===== config.mk =====
export PLATFORM = sky130hd
export DESIGN_NAME = aes_axil_blk_queue
export DESIGN_NICKNAME = d
export VERILOG_FILES = /design/src/rtl/aes_axil_blk_queue.sv
export SDC_FILE = /design/constraint.sdc
export NUM_CORES = 1
export LEC_CHECK = 0
export CAP_MARGIN = 10
export CORE_MARGIN = 5
export CORE_UTILIZATION = 45
export DETAILED_ROUTE_END_ITERATION = 7
export GPL_ROUTABILITY_DRIVEN = 0
export PLACE_DENSITY_LB_ADDON = 0.25
export SLEW_MARGIN = 0
export SYNTH_ARGS = -nofsm -noshare
export SYNTH_HDL_FRONTEND = slang
export SYNTH_SLANG_ARGS = --single-unit
export TNS_END_PERCENT = 20

===== constraint.sdc =====
create_clock -name S_AXI_ACLK -period 8.9 [get_ports S_AXI_ACLK]
set_input_delay 1.335 -clock S_AXI_ACLK [delete_from_list [all_inputs] [get_ports S_AXI_ACLK]]
set_output_delay 1.335 -clock S_AXI_ACLK [all_outputs]
set_load 0.005 [all_outputs]

===== src/rtl/aes_axil_blk_queue.sv =====
// AXI4-Lite block queue for an AES-128 core: input/output block FIFOs and an issue sequencer.
// Define AES_QUEUE_IRQ_EN to add the irq output and the IRQ_CFG register at 0x08.

module aes_axil_blk_queue_fifo #(
  parameter int WIDTH = 128,
  parameter int DEPTH = 4
) (
  input  logic                       clk,
  input  logic                       rst_n,
  input  logic                       i_flush,
  input  logic                       i_push,
  input  logic [WIDTH-1:0]           i_data,
  input  logic                       i_pop,
  output logic [WIDTH-1:0]           o_head,
  output logic [$clog2(DEPTH):0]     o_count,
  output logic                       o_full,
  output logic                       o_empty
);
  localparam int PW = $clog2(DEPTH);
  localparam logic [PW:0] CNT_FULL = (PW+1)'(DEPTH);

  logic [WIDTH-1:0] r_mem [DEPTH];
  logic [PW-1:0]    r_wptr, r_rptr;
  logic [PW:0]      r_count;
  logic             w_push, w_pop;

  assign o_full  = (r_count == CNT_FULL);
  assign o_empty = (r_count == '0);
  assign o_count = r_count;
  assign o_head  = r_mem[r_rptr];

  // A push into a full FIFO is still accepted when a pop frees a slot in the same cycle.
  assign w_pop  = i_pop && !o_empty && !i_flush;
  assign w_push = i_push && !i_flush && (!o_full || w_pop);

  // NOTE: sequential state uses non-blocking assignments so every flop samples pre-edge values.
  always_ff @(posedge clk or negedge rst_n) begin
    if (!rst_n) begin
      r_wptr  <= '0;
      r_rptr  <= '0;
      r_count <= '0;
    end else if (i_flush) begin
      r_wptr  <= '0;
      r_rptr  <= '0;
      r_count <= '0;
    end else begin
      if (w_push) r_wptr <= r_wptr + 1'b1;
      if (w_pop)  r_rptr <= r_rptr + 1'b1;
      if (w_push && !w_pop)      r_count <= r_count + 1'b1;
      else if (w_pop && !w_push) r_count <= r_count - 1'b1;
    end
  end

  // NOTE: storage has no reset; the count and pointers alone define which entries are valid.
  always_ff @(posedge clk) begin
    if (w_push) r_mem[r_wptr] <= i_data;
  end
endmodule

module aes_axil_blk_queue #(
  parameter int ADDR_WIDTH = 8,
  parameter int DATA_WIDTH = 32,
  parameter int DEPTH      = 4
) (
  input  logic                    S_AXI_ACLK,
  input  logic                    S_AXI_ARESETN,
  input  logic [ADDR_WIDTH-1:0]   S_AXI_AWADDR,
  input  logic [2:0]              S_AXI_AWPROT,
  input  logic                    S_AXI_AWVALID,
  output logic                    S_AXI_AWREADY,
  input  logic [DATA_WIDTH-1:0]   S_AXI_WDATA,
  input  logic [DATA_WIDTH/8-1:0] S_AXI_WSTRB,
  input  logic                    S_AXI_WVALID,
  output logic                    S_AXI_WREADY,
  output logic [1:0]              S_AXI_BRESP,
  output logic                    S_AXI_BVALID,
  input  logic                    S_AXI_BREADY,
  input  logic [ADDR_WIDTH-1:0]   S_AXI_ARADDR,
  input  logic [2:0]              S_AXI_ARPROT,
  input  logic                    S_AXI_ARVALID,
  output logic                    S_AXI_ARREADY,
  output logic [DATA_WIDTH-1:0]   S_AXI_RDATA,
  output logic [1:0]              S_AXI_RRESP,
  output logic                    S_AXI_RVALID,
  input  logic                    S_AXI_RREADY,
  output logic [127:0]            key,
  output logic                    key_load,
  output logic                    core_start,
  output logic                    core_dec,
  output logic [127:0]            core_din,
  input  logic                    core_done,
  input  logic [127:0]            core_dout
`ifdef AES_QUEUE_IRQ_EN
  ,
  output logic                    irq
`endif
);
  localparam int PW = $clog2(DEPTH);
  localparam logic [7:0] ADDR_CTRL   = 8'h00;
  localparam logic [7:0] ADDR_STATUS = 8'h04;
  localparam logic [7:0] ADDR_IRQ    = 8'h08;
  localparam logic [7:0] ADDR_KEY3   = 8'h1C;
  localparam logic [7:0] ADDR_DIN3   = 8'h2C;
  localparam logic [7:0] ADDR_DOUT3  = 8'h4C;

  typedef enum logic [1:0] {S_IDLE, S_ISSUE, S_WAIT} state_t;

  state_t          r_state, w_state_nxt;
  logic            r_awready, r_bvalid, r_arready, r_rvalid;
  logic [DATA_WIDTH-1:0] r_rdata, w_rdata;
  logic            r_mode, r_run, r_flush, r_key_load, r_ovf, r_unf, r_discard;
  logic [127:0]    r_key, r_din;
  logic [7:0]      w_waddr, w_raddr;
  logic            w_wr_en, w_rd_en, w_din_push, w_dout_pop, w_ovf_set, w_unf_set, w_wr_status;
  logic            w_in_pop, w_out_push, w_in_full, w_in_empty, w_out_full, w_out_empty;
  logic [128:0]    w_in_head;
  logic [127:0]    w_out_head;
  logic [PW:0]     w_in_count, w_out_count;
  logic            w_unused;

  assign w_unused = ^{S_AXI_WSTRB, S_AXI_AWPROT, S_AXI_ARPROT};

  assign w_waddr = S_AXI_AWADDR[7:0];
  assign w_raddr = S_AXI_ARADDR[7:0];
  assign w_wr_en = r_awready && S_AXI_AWVALID && S_AXI_WVALID;
  assign w_rd_en = r_arready && S_AXI_ARVALID;

  assign S_AXI_AWREADY = r_awready;
  assign S_AXI_WREADY  = r_awready;
  assign S_AXI_BVALID  = r_bvalid;
  assign S_AXI_BRESP   = 2'b00;
  assign S_AXI_ARREADY = r_arready;
  assign S_AXI_RVALID  = r_rvalid;
  assign S_AXI_RDATA   = r_rdata;
  assign S_AXI_RRESP   = 2'b00;
  assign key           = r_key;
  assign key_load      = r_key_load;

  always_ff @(posedge S_AXI_ACLK or negedge S_AXI_ARESETN) begin
    if (!S_AXI_ARESETN) begin
      r_awready <= 1'b0;
      r_bvalid  <= 1'b0;
      r_arready <= 1'b0;
      r_rvalid  <= 1'b0;
      r_rdata   <= '0;
    end else begin
      r_awready <= !r_awready && S_AXI_AWVALID && S_AXI_WVALID && !r_bvalid;
      if (w_wr_en)           r_bvalid <= 1'b1;
      else if (S_AXI_BREADY) r_bvalid <= 1'b0;
      r_arready <= !r_arready && S_AXI_ARVALID && !r_rvalid;
      if (w_rd_en) begin
        r_rvalid <= 1'b1;
        r_rdata  <= w_rdata;
      end else if (S_AXI_RREADY) begin
        r_rvalid <= 1'b0;
      end
    end
  end

  // A DIN3 write landing on the flush cycle is dropped without raising OVF.
  assign w_din_push  = w_wr_en && (w_waddr == ADDR_DIN3) && !r_flush;
  assign w_dout_pop  = w_rd_en && (w_raddr == ADDR_DOUT3);
  assign w_ovf_set   = w_din_push && w_in_full && !w_in_pop;
  assign w_unf_set   = w_dout_pop && w_out_empty;
  assign w_wr_status = w_wr_en && (w_waddr == ADDR_STATUS);

  always_ff @(posedge S_AXI_ACLK or negedge S_AXI_ARESETN) begin
    if (!S_AXI_ARESETN) begin
      r_mode     <= 1'b0;
      r_run      <= 1'b0;
      r_flush    <= 1'b0;
      r_key_load <= 1'b0;
      r_key      <= '0;
      r_din      <= '0;
      r_ovf      <= 1'b0;
      r_unf      <= 1'b0;
    end else begin
      r_flush    <= w_wr_en && (w_waddr == ADDR_CTRL) && S_AXI_WDATA[2];
      r_key_load <= w_wr_en && (w_waddr == ADDR_KEY3);
      if (w_wr_en) begin
        case (w_waddr)
          ADDR_CTRL: begin
            r_mode <= S_AXI_WDATA[0];
            r_run  <= S_AXI_WDATA[1];
          end
          8'h10, 8'h14, 8'h18, 8'h1C: r_key[{w_waddr[3:2], 5'd0} +: 32] <= S_AXI_WDATA;
          8'h20, 8'h24, 8'h28, 8'h2C: r_din[{w_waddr[3:2], 5'd0} +: 32] <= S_AXI_WDATA;
          default: ;
        endcase
      end
      // Set events take priority over both FLUSH and write-one-to-clear.
      if (w_ovf_set)                        r_ovf <= 1'b1;
      else if (r_flush)                     r_ovf <= 1'b0;
      else if (w_wr_status && S_AXI_WDATA[5]) r_ovf <= 1'b0;
      if (w_unf_set)                        r_unf <= 1'b1;
      else if (r_flush)                     r_unf <= 1'b0;
      else if (w_wr_status && S_AXI_WDATA[6]) r_unf <= 1'b0;
    end
  end

  aes_axil_blk_queue_fifo #(.WIDTH(129), .DEPTH(DEPTH)) u_in_fifo (
    .clk     (S_AXI_ACLK),
    .rst_n   (S_AXI_ARESETN),
    .i_flush (r_flush),
    .i_push  (w_din_push),
    .i_data  ({r_mode, S_AXI_WDATA, r_din[95:0]}),
    .i_pop   (w_in_pop),
    .o_head  (w_in_head),
    .o_count (w_in_count),
    .o_full  (w_in_full),
    .o_empty (w_in_empty)
  );

  aes_axil_blk_queue_fifo #(.WIDTH(128), .DEPTH(DEPTH)) u_out_fifo (
    .clk     (S_AXI_ACLK),
    .rst_n   (S_AXI_ARESETN),
    .i_flush (r_flush),
    .i_push  (w_out_push),
    .i_data  (core_dout),
    .i_pop   (w_dout_pop),
    .o_head  (w_out_head),
    .o_count (w_out_count),
    .o_full  (w_out_full),
    .o_empty (w_out_empty)
  );

  always_ff @(posedge S_AXI_ACLK or negedge S_AXI_ARESETN) begin
    if (!S_AXI_ARESETN) r_state <= S_IDLE;
    else                r_state <= w_state_nxt;
  end

  // NOTE: every always_comb output gets a default first, so no path can infer a latch.
  always_comb begin
    w_state_nxt = r_state;
    w_in_pop    = 1'b0;
    w_out_push  = 1'b0;
    case (r_state)
      S_IDLE:  if (r_run && !w_in_empty && !w_out_full && !r_flush) w_state_nxt = S_ISSUE;
      S_ISSUE: begin
        w_in_pop    = 1'b1;
        w_state_nxt = S_WAIT;
      end
      S_WAIT:  if (core_done) begin
        w_out_push  = !r_discard;
        w_state_nxt = S_IDLE;
      end
      default: w_state_nxt = S_IDLE;
    endcase
  end

  assign core_start = (r_state == S_ISSUE);
  assign core_dec   = core_start && w_in_head[128];
  assign core_din   = core_start ? w_in_head[127:0] : '0;

  // A block already handed to the core when FLUSH hits must not land in the emptied output FIFO.
  always_ff @(posedge S_AXI_ACLK or negedge S_AXI_ARESETN) begin
    if (!S_AXI_ARESETN)                          r_discard <= 1'b0;
    else if (r_state == S_WAIT && core_done)     r_discard <= 1'b0;
    else if (r_flush && r_state != S_IDLE)       r_discard <= 1'b1;
  end

`ifdef AES_QUEUE_IRQ_EN
  logic       r_irq_en, r_irq;
  logic [3:0] r_thresh;

  always_ff @(posedge S_AXI_ACLK or negedge S_AXI_ARESETN) begin
    if (!S_AXI_ARESETN) begin
      r_irq_en <= 1'b0;
      r_thresh <= 4'd1;
      r_irq    <= 1'b0;
    end else begin
      if (w_wr_en && w_waddr == ADDR_IRQ) begin
        r_irq_en <= S_AXI_WDATA[0];
        r_thresh <= S_AXI_WDATA[11:8];
      end
      r_irq <= r_irq_en && ((8'(w_out_count) >= {4'd0, r_thresh}) || r_ovf || r_unf);
    end
  end

  assign irq = r_irq;
`endif

  always_comb begin
    w_rdata = '0;
    case (w_raddr)
      ADDR_CTRL:   w_rdata = {30'd0, r_run, r_mode};
      ADDR_STATUS: w_rdata = {8'd0, 8'(w_out_count), 8'(w_in_count), 1'b0, r_unf, r_ovf,
                              w_out_empty, w_out_full, w_in_empty, w_in_full, r_state != S_IDLE};
`ifdef AES_QUEUE_IRQ_EN
      ADDR_IRQ:    w_rdata = {20'd0, r_thresh, 7'd0, r_irq_en};
`endif
      8'h10, 8'h14, 8'h18, 8'h1C: w_rdata = r_key[{w_raddr[3:2], 5'd0} +: 32];
      8'h20, 8'h24, 8'h28, 8'h2C: w_rdata = r_din[{w_raddr[3:2], 5'd0} +: 32];
      8'h40, 8'h44, 8'h48, 8'h4C: if (!w_out_empty) w_rdata = w_out_head[{w_raddr[3:2], 5'd0} +: 32];
      default: ;
    endcase
  end
endmodule


## Word level (Yosys, flattened, before mapping)

Memory sizes are Yosys's and may differ from the RTL's.
Index checks and enable logic that the tools add are counted.

- Reductions and logical operators: 81
- Mux-type cells: 41
- $add $sub $neg: 9
- Equality and inequality tests: 28
- Shift-type cells: 5

Operators with widths:

| kind | count |
|---|---|
| variable part select 128 x 8 -> 32 bit | 3 |
| bitwise mux 128 bit | 2 |
| case mux 32 bit (5 select lines) | 1 |
| two-way mux 128 bit | 1 |
| variable shift 32 x 9 -> 128 bit (first input constant) | 1 |
| variable part select 32 x 9 -> 128 bit | 1 |
| equality test 8 x 5 -> 1 bit (second input constant) | 8 |
| equality test 8 x 6 -> 1 bit (second input constant) | 8 |
| logical AND 1 bit | 38 |
| equality test 8 x 7 -> 1 bit (second input constant) | 4 |
| two-way mux 32 bit | 1 |
| two-way mux 2 bit | 10 |
| OR reduction 4 bit | 5 |
| two-way mux 1 bit | 19 |
| two-way mux 3 bit | 6 |
| equality test 8 x 3 -> 1 bit (second input constant) | 2 |
| zero test 8 bit | 2 |
| nonzero test 2 bit | 8 |
| zero test 1 bit | 15 |
| nonzero test 3 bit | 4 |
| negation 7 -> 9 bit | 1 |
| adder 2 x 1 -> 2 bit (second input constant) | 4 |
| AND reduction 2 bit | 4 |
| adder 3 x 1 -> 3 bit (second input constant) | 2 |
| other kinds (9) | 14 |

- Bits in writable memories: 1028
- Memories: 2
- Register bits after elaboration: 315
- Output and inout port bits: 300

Memories:

| memory | depth | bits a word | read ports | clocked after Yosys merged registers in | wr ports | RTL line | source |
|---|---|---|---|---|---|---|---|
| u_in_fifo.r_mem | 4 | 129 | 1 | 0 | 1 | 22 | `logic [WIDTH-1:0] r_mem [DEPTH];` |
| u_out_fifo.r_mem | 4 | 128 | 1 | 0 | 1 | 22 |  |

## Longest topological paths before layout

- Depth after elaboration: 11
- Mapped depth: 11

## Modules after synthesis

A second synthesis with hierarchy kept.

- Cell total of the unflattened synthesis: 3055
- Area, all modules: 53468.8 µm²

Modules (own cells, without submodules):

| module | sequential area each (µm²) | instances | cells each | area an instance (µm²) |
|---|---|---|---|---|
| aes_axil_blk_queue_fifo at u_in_fifo | 15670.0 | 1 | 728 | 19072.0 |
| aes_axil_blk_queue_fifo at u_out_fifo | 15549.9 | 1 | 723 | 18911.9 |
| aes_axil_blk_queue | 7532.2 | 1 | 1604 | 15484.9 |

## Least setup slack after synthesis

No wires, ideal clock.

- Kind: input port to flip-flop
- Start: input S_AXI_ARADDR[5]
- End: memory u_out_fifo.r_mem[0][0], enable pin
- Cell stages on the path: 6
- Arrival time: 5671 ps
- Path slack: 2726 ps
- Library setup time: 502 ps
- Path through: buf_2 or3b_1 or3_1 buf_2 a21oi_2 and2_1

- Cells in the longest elaborated chain, start to end: 8

Ends and longest elaborated chain:

| what | RTL line | source |
|---|---|---|
| start: declaration | 78 | `input logic [ADDR_WIDTH-1:0] S_AXI_ARADDR,` |
| equality test 8 x 7 -> 1 bit | 162 | `assign w_dout_pop = w_rd_en && (w_raddr == ADDR_DOUT3);` |
| logical AND 1 bit | 162 |  |
| logical AND 1 bit (2 in series) | 33 | `assign w_pop = i_pop && !o_empty && !i_flush;` |
| logical OR 1 bit | 34 | `assign w_push = i_push && !i_flush && (!o_full \|\| w_pop);` |
| logical AND 1 bit | 34 |  |
| two-way mux 1 bit | 56 | `if (w_push) r_mem[r_wptr] <= i_data;` |
| two-way mux 1 bit (implied by the code) | 56 |  |
| end: declaration | 22 |  |

No other way between the ends.

## Worst setup path after layout

- Start: register u_in_fifo.r_rptr[0]
- End: output core_din[1]

- Cells in the longest elaborated chain, start to end: 2

Ends and longest elaborated chain:

| what | RTL line | source |
|---|---|---|
| start: declaration | 23 | `logic [PW-1:0] r_wptr, r_rptr;` |
| start signal: assignment | 48 | `if (w_pop) r_rptr <= r_rptr + 1'b1;` |
| memory (4 x 129 bit) | n/a |  |
| two-way mux 128 bit | 253 | `assign core_din = core_start ? w_in_head[127:0] : '0;` |
| end: declaration | 90 | `output logic [127:0] core_din,` |

No other way between the ends.

==> results.toml <==
[status]
status = "complete, no violations"

[route]
met1_length_um = 63000
route.met2.wl_um = 69700
routed-wl-met3_um = 15500
drc_errors = 0
vias = 31500
avgRoutedWirePerCell_um = 28.1
vias_per_cell = 5.76
wl_um = 154000
first_pass_iters = 6
ant_nets = 0
drtIter0Drc = 3257
top_layer = "met5"

[hold_path]
min_path_type = "reg -> reg"
whs_path_depth = 2

[clock_network]
post_cts_buffers = 0
clkTransAtPathRegs_ns = 0.05
clk_latency_ns = 0.73
cts_resized = 0
h-tree-depth = 4
cts-buffers-inserted = 143
cts_tree = "done"
clock-root-buffer = "clkbuf_16"
cts.sinks = 1343
hold_buffers = 0
clockBufferDepth = 3

[grt]
track_usage_pct = 24.0
antenna_found_initial = 20
grt_pass1_wl_um = 221000
grt_max_degree = 164
grt_overflow_total = 0
grt_pass1_vias = 31300

[floorplanning]
core_sq_um = 118000
die-width_um = 356
design.portCount = 494
rows = 126
die_y_um = 356
dieArea_sq_um = 126000
initial_core_util_pct = 45.4

[setup_path]
critical_path.top_delay_family = "buffers and inverters"
max_stage_delay_ns = 0.76
critical_path_cell_count = 4
startpoint_type = "flip-flop"
crit_required_ns = 7.57
worstPathCellList = "buf_12, mux4_2, and2_1, clkdlybuf4s50_1"
cp.buffers_inverters = 2
crit_path_max_fanout = 108
criticalPathCategory = "reg -> out"
cp.arrival_ns = 3.71
reg2reg_depth = 5
cp_slowest_cell = "dfrtp_4"
end_kind = "output port"

[timing]
setup_tns_ns = 0
slew_viol_final = 0
fin_worst_skew_ns = 0.0285
min_period_ns = 5.04
slew_headroom_pct = 24.8
setup_viol = 0
rsz0062_at_grt = "no"
hold_viol_final = 0
worstMarginPinSlew_ns = 1.12
timing.fmax_mhz = 198
period_share_pct = 56.7

[yosys]
ys_ff_latch = 1343
synth_common_cells = "edfxtp_1, nand2_1, dfrtp_1, o21ai_0, mux4_2"
syn_inst = 3268
synth_top_area_cell = "edfxtp_1"
synth_seq_area_share_pct = 72.1
syn_area_sq_um = 53700
synth-edff-count = 1028
synth_area_per_cell_sq_um = 16.4
synth_area_leaders = "edfxtp_1, dfrtp_1, mux4_2"
yosysTopAreaCellShare_pct = 57.4
async_reset_ff_share_pct = 23.5
yosysWarnings = 0
synthDistinctLibCells = 74
ys.flop_type = "edfxtp_1"
yosysMostFrequentCell = "edfxtp_1"

[job]
drv_cap = 0

[finish]
final_util_pct = 54.8
layout-drive-gt1-share_pct = 14.9
area_growth_pct = 20.7
design_area_sq_um = 64900
fin_nets = 3942

[pwr]
p_leak_nw = 22.8
p_sw_w = 0.00278
powerDensity_nw_per_um2 = 202
power.internal_w = 0.0103
power_w = 0.0131
p_comb_share_pct = 4.1
ir_worst_vdd_v = 0.000181
p_clk_share_pct = 44.1
sw_frac_of_total_pct = 21.2
seqPwrFrac_pct = 51.8

[placement]
portBuffers = 479
place_area_sq_um = 60200
place_hpwl_um = 100000
## per-layer routing
metal	track usage (%)	vias to the layer above
met3	8.11	237
met5	0	-
met4	8.38	20
met1	33.0	16300
met2	36.2	1299
li1	-	13600
## cell families (layout without fill, tap and decap cells)
kind of cell             count (synthesis)  after routing  synth area share [%]
buffers and inverters                  238            818                  1.87
multiplexers                           317            317                  12.0
AO/OA/AOI/OAI                          557            557                  6.47
XOR/XNOR                                 5              5                0.0815
other                                    1             15               0.00698
AND/OR/NAND/NOR                        791            791                  7.10
flip-flops                            1343           1343                  72.1
adder cells (fa/ha/maj)                 16             16                 0.400
## cell usage in the layout (no fill, tap or decap), types with 6 or more instances in the layout
cell type / n
edfxtp_1: 1028
clkdlybuf4s50_1: 476
nand2_1: 438
dfrtp_1: 311
o21ai_0: 311
mux4_2: 259
clkbuf_16: 148
and2_1: 135
a22oi_1: 56
buf_4: 54
nand3_1: 50
mux2i_1: 48
a31oi_1: 36
clkbuf_1: 31
clkinv_1: 30
nor2_1: 28
a21boi_0: 23
and3_1: 22
clkinv_2: 22
a211o_1: 21
and3b_1: 19
a211oi_1: 18
inv_1: 15
nand2b_1: 15
nand4_1: 14
ha_1: 14
a221oi_1: 13
o31a_1: 12
diode_2: 11
clkbuf_8: 11
nor3_1: 10
a22o_1: 10
mux2_2: 9
o311ai_1: 8
a221o_1: 8
o211ai_1: 8
bufinv_16: 7
a21oi_1: 6
## power groups by stage
stage               Clock, W  Sequential, W  Combinational, W
global placement           0        0.00692          0.000530
CTS                  0.00590        0.00679          0.000539
finish               0.00579        0.00680          0.000536
global route         0.00618        0.00680          0.000575
floorplan                  0        0.00692          0.000183
detailed placement         0        0.00692          0.000536
## path summary, 6_finish.rpt
check                               startpoint                       to  slack (ns)
hold / removal                      r_din[120]               r_din[120]        0.47
setup reg to reg                       r_flush  u_out_fifo.r_mem[0][88]        4.93
max in group asynchronous        S_AXI_ARESETN          S_AXI_RDATA[19]        6.79
min in group asynchronous        S_AXI_ARESETN                 r_din[9]        0.62
hold reg to reg                     r_din[120]               r_din[120]        0.47
setup / recovery           u_in_fifo.r_rptr[0]              core_din[1]        3.86
## state kept, by name (all words and copies together), names as in the netlist, 2 cells and up
name / flops
S_AXI_RDATA: 32
key: 128
r_din: 128
r_state: 2
u_in_fifo.o_count: 3
u_in_fifo.r_mem: 516
u_in_fifo.r_rptr: 2
u_in_fifo.r_wptr: 2
u_out_fifo.o_count: 3
u_out_fifo.r_mem: 512
u_out_fifo.r_rptr: 2
u_out_fifo.r_wptr: 2
## worst register-to-register path, cell delays in order (launching register included)
cell     delay, ns
dfrtp_1       0.60
nor4b_1       0.84
nand2_1       0.34
a21oi_2       0.39
and2_4        0.79
buf_4         0.64
## layout make-up
class / instances / area [sq um]
fillers: 9385 / 53500
diodes: 11 / 27.5
clock buffers: 190 / 3970
clock inverters: 74 / 638
well taps: 1600 / 2000
inverters: 17 / 66.3
repair buffers: 537 / 5290
flip-flops and latches: 1343 / 38800
multi-input cells: 1690 / 14100
## metrics by stage
stage	instances	setup WS, ns	hold slack (ns)
3_5_place_dp	5187	3.53	0.466
2_1_floorplan	3271	2.73	0.442
3_3_place_gp	5187	3.55	0.453
4_1_cts	5451	3.74	0.478
5_1_grt	5453	3.59	0.497
6_report	5462	3.86	0.474
Power figures use the tool's default switching activity.
